**src/rtl/seg7.sv**
```systemverilog
// rtl/seg7.sv - memory-mapped four-digit seven-segment display driver
//
// Purpose:
//   The CPU writes four hex digits (two bytes) and a control byte. The block
//   scans the digits onto shared active-low segment/anode lines. A guard
//   interval at the start of each digit slot keeps all anodes dark to
//   suppress ghosting. The registers can be read back combinationally.
//
// Parameters:
//   REFRESH_BITS  scan counter width; each digit slot lasts 2^REFRESH_BITS cycles
//   GUARD         dark cycles at the start of each slot (GUARD < 2^REFRESH_BITS)
//
// Ports:
//   clk    in   1  system clock
//   rst_n  in   1  synchronous active-low reset
//   addr   in   8  bus address (0xfc dlo, 0xfd dhi, 0xfe ctrl)
//   we     in   1  write strobe, sampled on rising clk
//   wdata  in   8  write data
//   out    out  8  read data, 0 for unmapped addresses
//   seg    out  8  segments, active-low; bit7 dp, bits6:0 g..a
//   an     out  4  anodes, active-low; an[0] is the rightmost digit

module seg7 #(
  parameter int REFRESH_BITS = 12,
  parameter int GUARD        = 16
) (
  input  logic       clk,
  input  logic       rst_n,
  input  logic [7:0] addr,
  input  logic       we,
  input  logic [7:0] wdata,
  output logic [7:0] out,
  output logic [7:0] seg,
  output logic [3:0] an
);

  localparam logic [7:0] ADDR_DLO  = 8'hfc;
  localparam logic [7:0] ADDR_DHI  = 8'hfd;
  localparam logic [7:0] ADDR_CTRL = 8'hfe;
  localparam logic [REFRESH_BITS-1:0] GUARD_CNT = REFRESH_BITS'(GUARD);

  logic [7:0]              r_dlo;
  logic [7:0]              r_dhi;
  logic [7:0]              r_ctrl;
  logic [REFRESH_BITS-1:0] r_cnt;
  logic [1:0]              r_idx;
  logic [7:0]              r_seg;
  logic [3:0]              r_an;

  logic                    w_cnt_wrap;
  logic [3:0]              w_nibble;
  logic                    w_dark;
  logic                    w_dp;
  logic [7:0]              w_seg_next;
  logic [3:0]              w_an_next;

  // Segment pattern for a hex digit, active-low, bits g..a.
  function automatic logic [6:0] hex7(input logic [3:0] n);
    case (n)
      4'h0: hex7 = 7'h40;
      4'h1: hex7 = 7'h79;
      4'h2: hex7 = 7'h24;
      4'h3: hex7 = 7'h30;
      4'h4: hex7 = 7'h19;
      4'h5: hex7 = 7'h12;
      4'h6: hex7 = 7'h02;
      4'h7: hex7 = 7'h78;
      4'h8: hex7 = 7'h00;
      4'h9: hex7 = 7'h10;
      4'ha: hex7 = 7'h08;
      4'hb: hex7 = 7'h03;
      4'hc: hex7 = 7'h46;
      4'hd: hex7 = 7'h21;
      4'he: hex7 = 7'h06;
      default: hex7 = 7'h0e;
    endcase
  endfunction

  assign w_cnt_wrap = &r_cnt;

  always_comb begin
    w_nibble = r_dlo[3:0];
    case (r_idx)
      2'd0: w_nibble = r_dlo[3:0];
      2'd1: w_nibble = r_dlo[7:4];
      2'd2: w_nibble = r_dhi[3:0];
      default: w_nibble = r_dhi[7:4];
    endcase
  end

  // The guard window at every slot start also guarantees that an anode
  // change always passes through the all-off state.
  assign w_dark     = (r_cnt < GUARD_CNT) || r_ctrl[r_idx];
  assign w_dp       = r_ctrl[{1'b1, r_idx}];
  assign w_seg_next = w_dark ? 8'hff : {~w_dp, hex7(w_nibble)};
  assign w_an_next  = w_dark ? 4'b1111 : ~(4'b0001 << r_idx);

  always_ff @(posedge clk) begin
    if (!rst_n) begin
      r_dlo  <= 8'h00;
      r_dhi  <= 8'h00;
      r_ctrl <= 8'h00;
      r_cnt  <= '0;
      r_idx  <= 2'd0;
      r_seg  <= 8'hff;
      r_an   <= 4'b1111;
    end else begin
      if (we) begin
        case (addr)
          ADDR_DLO:  r_dlo  <= wdata;
          ADDR_DHI:  r_dhi  <= wdata;
          ADDR_CTRL: r_ctrl <= wdata;
          default: ;
        endcase
      end
      r_cnt <= r_cnt + 1'b1;
      if (w_cnt_wrap) begin
        r_idx <= r_idx + 2'd1;
      end
      r_seg <= w_seg_next;
      r_an  <= w_an_next;
    end
  end

  always_comb begin
    out = 8'h00;
    case (addr)
      ADDR_DLO:  out = r_dlo;
      ADDR_DHI:  out = r_dhi;
      ADDR_CTRL: out = r_ctrl;
      default:   out = 8'h00;
    endcase
  end

  assign seg = r_seg;
  assign an  = r_an;

endmodule

```
**config.mk**
```make
export PLATFORM = sky130hd
export DESIGN_NAME = seg7
export DESIGN_NICKNAME = d
export VERILOG_FILES = /design/src/rtl/seg7.sv
export SDC_FILE = /design/constraint.sdc
export NUM_CORES = 1
export LEC_CHECK = 0
export BUFFER_PORTS_ARGS = -buffer_cell sky130_fd_sc_hd__buf_2
export CAP_MARGIN = 40
export CORE_ASPECT_RATIO = 2
export CORE_MARGIN = 2
export CORE_UTILIZATION = 30
export DETAILED_ROUTE_END_ITERATION = 7
export PLACE_DENSITY = 0.49
export SYNTH_ARGS = -nofsm -noshare
export SYNTH_HDL_FRONTEND = slang
export SYNTH_SLANG_ARGS = --single-unit
```
**constraint.sdc**
```tcl
create_clock -name clk -period 5.56 [get_ports clk]
set_input_delay 0.556 -clock clk [delete_from_list [all_inputs] [get_ports clk]]
set_output_delay 0.556 -clock clk [all_outputs]
set_load 0.05 [all_outputs]
```
==> key figures, run 1 <==
Outcome
  – Outcome: complete, no violations

Logic synthesis
  – Sequential share of the synthesized area: about two fifths
  – Syn Area/Cell: between 8 and 9 sq um
  – Syn nets: 304
  – Number of register bits inferred by synthesis: 50
  – Yosys Warn Count: 0
  – Async SR Flop Fraction: 0%
  – Synth Instances: 273
  – Post-synth EDFFs: 0
  – Post-synthesis instance area: 0.002417 sq mm
  – Synth cell types: 34
  – Main synth FF type: dfxtp_1

Timing
  – Clock period minus worst slack: 2.589 ns
  – Total Neg Setup Slack: 0 ns
  – Final hold viol count: 0
  – Slew HR: 46.97%
  – Slew Viols, Final: 0
  – Peak Freq: 0.3863 GHz
  – Final period utilization: 46.56%
  – Final Hold Slack: 0.4532 ns
  – Final setup violation count: 0
  – RSZ-0062 raised after global routing: no
  – Clk_skew: 0.007673 ns
  – Worst slew pin tran: between 0.7 and 0.8 ns

Power and ir drop
  – Worst IR Drop VDD: roughly 0.00022 V
  – Leakage Power: 1.098 nW
  – Pwr dens: roughly 260 mW/mm^2

Clocking
  – Skew-Pair Late Insertion Delay: slightly below 0.3 ns
  – Setup Fix Bufs, Post-CTS: 0
  – Clk sinks: 50
  – Clock H-tree levels: 2
  – CTS tree: yes
  – Max Buffers Root-to-Sink: 2
  – Post-CTS sizing: 0
  – Clk pin slew, worst setup/hold paths: 0.06 ns
  – Cts bufs inserted: 5
  – Clock root buffer master: clkbuf_16
  – Hold_buf cts: 0

Critical path
  – Slowest cell on the critical path: nor2b_1
  – Largest fanout on the critical path: 11
  – Crit path buffers/inverters: 2
  – Critical path startpoint category: input pin
  – Crit Path Category: input pin to output port
  – Worst Path Arrival: between 2 and 2.5 ns
  – Crit-path cells: buf_2 > nor2b_1 > a21oi_1 > nor2_1 > buf_2
  – Crit. End Element: output port
  – Most repeated library cell on the critical path: buf_2
  – Crit path required time: 5.00 ns
  – Delay-heaviest family, CP: simple AND/OR/NAND/NOR gates
  – Largest stage delay, worst path: 0.66 ns

Die
  – # rows: 46
  – Die Span X: a little under 70 um
  – Top-Level Pins: 39
  – Area of the core: 0.007885 sq mm
  – Starting density of the core: between 30 and 40%
  – Die Ht: 130.9 um
  – Die area: 0.008836 sq mm

Placement
  – I/O Buffers: 38
  – GPL Wtd Cong: approximately 0.75
  – HPWL after DPL: ~4.8 mm

Final layout
  – Most frequent cells in the layout: dfxtp_1 (50), buf_2 (38), nand2_1 (29)
  – Filler cells: 818
  – Final nets: 336
  – Area growth from synthesis to final layout: 17.08%
  – Commonest non-fill, non-tap cell in the layout: dfxtp_1
  – Fraction of layout cells with a size suffix above 1: 15.74%
  – Ant diodes: 0

Drt
  – Routed vias/inst: 5.045
  – Antenna viol nets, final: 0
  – DR vias: 2,023
  – DRT Pass-1 Iters: 7
  – DRC: 0
  – WL final: 6.322 mm
  – Iter 0 DRT Violations: 89
  – Drt wl/cell: 15.77 um

Hold path
  – Hold WC Path Type: register to register

Global route
  – GRT overflow: 0
  – First-pass GRT wire length: 9.936 mm
  – Pin count of the biggest net entering global routing: 48
  – Global-route usage over all layers: 15.56%
  – Vias in the first global route: 2,036
  – Initial antenna violation count: 0

Run
  – Max cap viols: 0
through the flow:
stage	util, %	power (W)	cells	area [sq um]	worst slack, ns
final	35.89	0.0007399	401	2830	2.971
after global routing	35.89	0.0007685	401	2830	2.716
after CTS	35.89	0.0007496	401	2830	2.952
after detailed placement	33.75	0.0003968	394	2661	2.951
after global placement	33.66	0.0003967	393	2654	2.976
after floorplan	-	0.0003853	273	2417	3.201
logic make-up (layout without fill, tap and decap cells):
family                   after synthesis  after routing  share of synthesized area, %
XOR/XNOR                               7              7                         2.536
flip-flops                            50             50                         41.41
multiplexers                          25             25                         11.44
AO/OA/AOI/OAI                         50             50                         12.63
adder cells (fa/ha/maj)               12             12                         6.211
buffers and inverters                 23             55                         4.451
AND/OR/NAND/NOR                      106            106                         21.32
layout make-up:
cell class                      instances  area (sq um)  area share [%]
Multi-Input combinational cell        200          1309           46.24
Clock buffer                            6         138.9           4.907
Inverter                                9         33.78           1.194
Tap cell                               96         120.1           4.244
Sequential cell                        50          1001           35.37
Clock inverter                          1         30.03           1.061
Timing Repair Buffer                   39         197.7           6.985
synthesized netlist by cell type (4+ instances only):
cell / count / area [sq um]
buf_2: 4 / 20.02
o21ai_1: 12 / 60.06
nor2b_1: 13 / 81.33
a21oi_1: 12 / 60.06
nand2_1: 29 / 108.9
nor2_1: 21 / 78.83
o221ai_1: 5 / 43.79
and2_1: 7 / 43.79
clkbuf_1: 8 / 30.03
mux2i_1: 22 / 220.2
inv_1: 9 / 33.78
nand3_1: 21 / 105.1
ha_1: 12 / 150.1
xnor2_1: 5 / 43.79
o21ai_0: 11 / 55.05
dfxtp_1: 50 / 1001
or3_1: 5 / 31.28
path summary, 6_finish.rpt:
| check | startpoint | endpoint | slack (ns) | cells past startpoint |
|---|---|---|---|---|
| hold reg to reg | r_cnt[0]$_SDFF_PN0_ | r_cnt[0]$_SDFF_PN0_ | 0.45 | 1 |
| hold / removal | r_cnt[0]$_SDFF_PN0_ | r_cnt[0]$_SDFF_PN0_ | 0.45 | 1 |
| setup reg to reg | r_idx[0]$_SDFFE_PN0P_ | seg[5]$_SDFF_PP1_ | 3.03 | 10 |
| setup / recovery | addr[1] | out[5] | 2.97 | 5 |
report_power, final:
part,switching [W],internal (W)
Combinational,0.0000163,0.0000105
Clock,0.000129,0.000222
Sequential,0.00000153,0.000360
layer usage:
metal,part of all wire (%),vias to the layer above,GRT usage [%]
met2,60,40,30.74
met4,4.4,0,9.124
met1,33,960,13.72
met3,2.8,15,2.740
met5,0,-,0
li1,-,1008,-
sequential cells by signal, indices dropped and copies added (netlist names):
| name | flops |
|---|---|
| an | 4 |
| r_cnt | 12 |
| r_ctrl | 8 |
| r_dhi | 8 |
| r_dlo | 8 |
| r_idx | 2 |
| seg | 8 |
(Power assumes the default switching activity.)
==> run 2, diff against run 1 <==
==> constraint.sdc (replaced) <==
create_clock -name clk -period 2.7 [get_ports clk]
set_input_delay 0.27 -clock clk [delete_from_list [all_inputs] [get_ports clk]]
set_output_delay 0.27 -clock clk [all_outputs]
set_load 0.05 [all_outputs]
==> key figures, run 2 (same netlist as run 1, synthesis figures left out) <==
Outcome
  – Outcome: complete, no violations (unchanged)

Placement
  – GPL Wtd Cong: 0.7932 (was 0.7513)
  – HPWL after DPL: 4.904 mm (was 4.835 mm)
  – I/O Buffers: 38 (unchanged)

Drt
  – DRC: 0 (unchanged)
  – Routed vias/inst: 4.907 (was 5.045)
  – Drt wl/cell: 15.51 um (was 15.77 um)
  – DR vias: 1,997 (was 2,023)
  – Iter 0 DRT Violations: 43 (was 89)
  – Antenna viol nets, final: 0 (unchanged)
  – WL final: 6.311 mm (was 6.322 mm)
  – DRT Pass-1 Iters: 4 (was 7)

Critical path
  – Crit path required time: 2.88 ns (was 5.00 ns)
  – Worst reg-to-reg setup slack: 0.34 ns (was 3.03 ns)
  – Critical path startpoint category: register (was input pin)
  – Worst Path Arrival: 2.54 ns (was 2.03 ns)
  – Largest fanout on the critical path: 7 (was 11)
  – Reg2reg end: seg[3]$_SDFF_PP1_ (was seg[5]$_SDFF_PP1_)
  – Crit. End Element: register (was output port)
  – Worst r2r path cells: 8 (was 10)
  – Reg2reg start: r_idx[0]$_SDFFE_PN0P_ (unchanged)
  – Crit Path Category: register to register (was input pin to output port)

Timing
  – Final setup violation count: 0 (unchanged)
  – Final period utilization: 87.35%
  – Worst slew pin tran: 0.6636 ns (was 0.7925 ns)
  – Clk_skew: 0.005343 ns (was 0.007673 ns)
  – Clock period minus worst slack: between 2 and 2.5 ns
  – Final hold viol count: 0 (unchanged)
  – Final Hold Slack: 0.2440 ns (was 0.4532 ns)
  – Peak Freq: 0.4240 GHz
  – Slew HR: 55.64% (was 46.97%)
  – Slew Viols, Final: 0 (unchanged)
  – Total Neg Setup Slack: 0 ns (unchanged)
  – RSZ-0062 raised after global routing: no (unchanged)

Final layout
  – Largest Register: r_cnt (unchanged)
  – Max reg flops: 12 (unchanged)
  – Final nets: 341 (was 336)
  – Filler cells: 841 (was 818)
  – Ant diodes: 0 (unchanged)
  – Fraction of layout cells with a size suffix above 1: 17.36% (was 15.74%)
  – Area of the multi-input gates: 0.001309 sq mm (unchanged)
  – Register Area: 0.001001 sq mm (unchanged)
  – Most frequent cells in the layout: dfxtp_1 (50), buf_2 (38), nand2_1 (29) (unchanged)
  – Commonest non-fill, non-tap cell in the layout: dfxtp_1 (unchanged)
  – Area growth from synthesis to final layout: 19.88% (was 17.08%)

Clocking
  – CTS tree: yes (unchanged)
  – Skew-Pair Late Insertion Delay: 0.29 ns (about the same)
  – Hold_buf cts: 0 (unchanged)
  – Max Buffers Root-to-Sink: 2 (unchanged)
  – Cts bufs inserted: 5 (unchanged)
  – Clk pin slew, worst setup/hold paths: 0.07 ns (was 0.06 ns)
  – Clock root buffer master: clkbuf_16 (unchanged)
  – Clk sinks: 50 (unchanged)
  – Clock H-tree levels: 2 (unchanged)
  – Post-CTS sizing: 0 (unchanged)
  – Setup Fix Bufs, Post-CTS: 0 (unchanged)

Power and ir drop
  – Total power: 0.001635 W (was 0.0007399 W)
  – Worst IR Drop VDD: 0.0003336 V (was 0.0002170 V)
  – Leakage Power: 1.136 nW (was 1.098 nW)
  – Pwr dens: 564.2 mW/mm^2 (was 261.4 mW/mm^2)

Die
  – Top-Level Pins: 39 (unchanged)
  – Die Ht: 130.9 um (unchanged)
  – # rows: 46 (unchanged)
  – Area of the core: 0.007885 sq mm (unchanged)
  – Starting density of the core: 30.66% (unchanged)
  – Die area: 0.008836 sq mm (unchanged)
  – Die Span X: 67.48 um (unchanged)

Global route
  – Pin count of the biggest net entering global routing: 47 (was 48)
  – GRT overflow: 0 (unchanged)
  – Initial antenna violation count: 0 (unchanged)
  – Global-route usage over all layers: 15.70% (was 15.56%)
  – First-pass GRT wire length: 10.05 mm (was 9.936 mm)
  – Vias in the first global route: 2,052 (was 2,036)

Hold path
  – Worst hold endpoint: r_dlo[5]$_SDFFE_PN0P_ (was r_cnt[0]$_SDFF_PN0_)
  – Hold Path Stages: 3 (was 1)
  – Hold WC Path Type: input pin to register (was register to register)
  – Min-delay src: wdata[5] (was r_cnt[0]$_SDFF_PN0_)

Run
  – Max cap viols: 0 (unchanged)
==> run 2: cell types whose count changed in the layout (fill, tap and decap cells not counted) <==
cell       previous run  this run
buf_4                 1         6
bufinv_16             1         2
==> run 2: final cells by class <==
cell class / instances / area share, %
clock buffer: 6 / 4.793
inverter: 9 / 1.166
clock inverter: 2 / 2.073
tap: 96 / 4.145
sequential: 50 / 34.54
multi-input combinational: 200 / 45.16
timing repair buffer: 44 / 8.117
==> run 2: power breakdown <==
part / internal [W] / switching, W / total [W]
clock: 0.000556 / 0.000277 / 0.000833
sequential: 0.000741 / 0.00000338 / 0.000745
combinational: 0.0000235 / 0.0000336 / 0.0000571
==> run 2: worst max path at each step <==
stage,slack (ns),cells after the start,endpoint,from
floorplan,0.52,10,seg[5]$_SDFF_PP1_,r_idx[0]$_SDFFE_PN0P_
global placement,0.41,8,seg[3]$_SDFF_PP1_,r_idx[0]$_SDFFE_PN0P_
detailed placement,0.36,8,seg[3]$_SDFF_PP1_,r_idx[0]$_SDFFE_PN0P_
CTS,0.34,8,seg[3]$_SDFF_PP1_,r_idx[0]$_SDFFE_PN0P_
global route,0.11,9,seg[3]$_SDFF_PP1_,r_idx[0]$_SDFFE_PN0P_
finish,0.34,8,seg[3]$_SDFF_PP1_,r_idx[0]$_SDFFE_PN0P_
==> run 2: through the flow <==
step	std cells	utilization, %	area (sq um)	setup WS [ns]
CTS	407	36.75	2898	0.3361
global placement	398	34.13	2691	0.4096
global route	407	36.75	2898	0.1144
detailed placement	399	34.23	2699	0.3626
floorplan	273	-	2417	0.5200
finish	407	36.75	2898	0.3416
==> run 2: worst max-delay path, stage by stage (launching register included) <==
cell and delay, ns:
dfxtp_1 0.51, ha_1 0.38, mux2i_1 0.48, inv_1 0.18, ha_1 0.34, inv_1 0.04, a21oi_1 0.12, a32o_1 0.16
nand2_1 0.05
==> run 2: routing by layer <==
| layer | share of wire [%] | up-vias | routed length [um] | global-route usage [%] |
|---|---|---|---|---|
| met1 | 34 | 930 | 2131 | 14.76 |
| met3 | 2.3 | 17 | 142 | 2.568 |
| met4 | 4.9 | 0 | 308 | 10.20 |
| met5 | 0 | - | 0 | 0 |
| met2 | 59 | 30 | 3729 | 29.64 |
| li1 | - | 1020 | - | - |
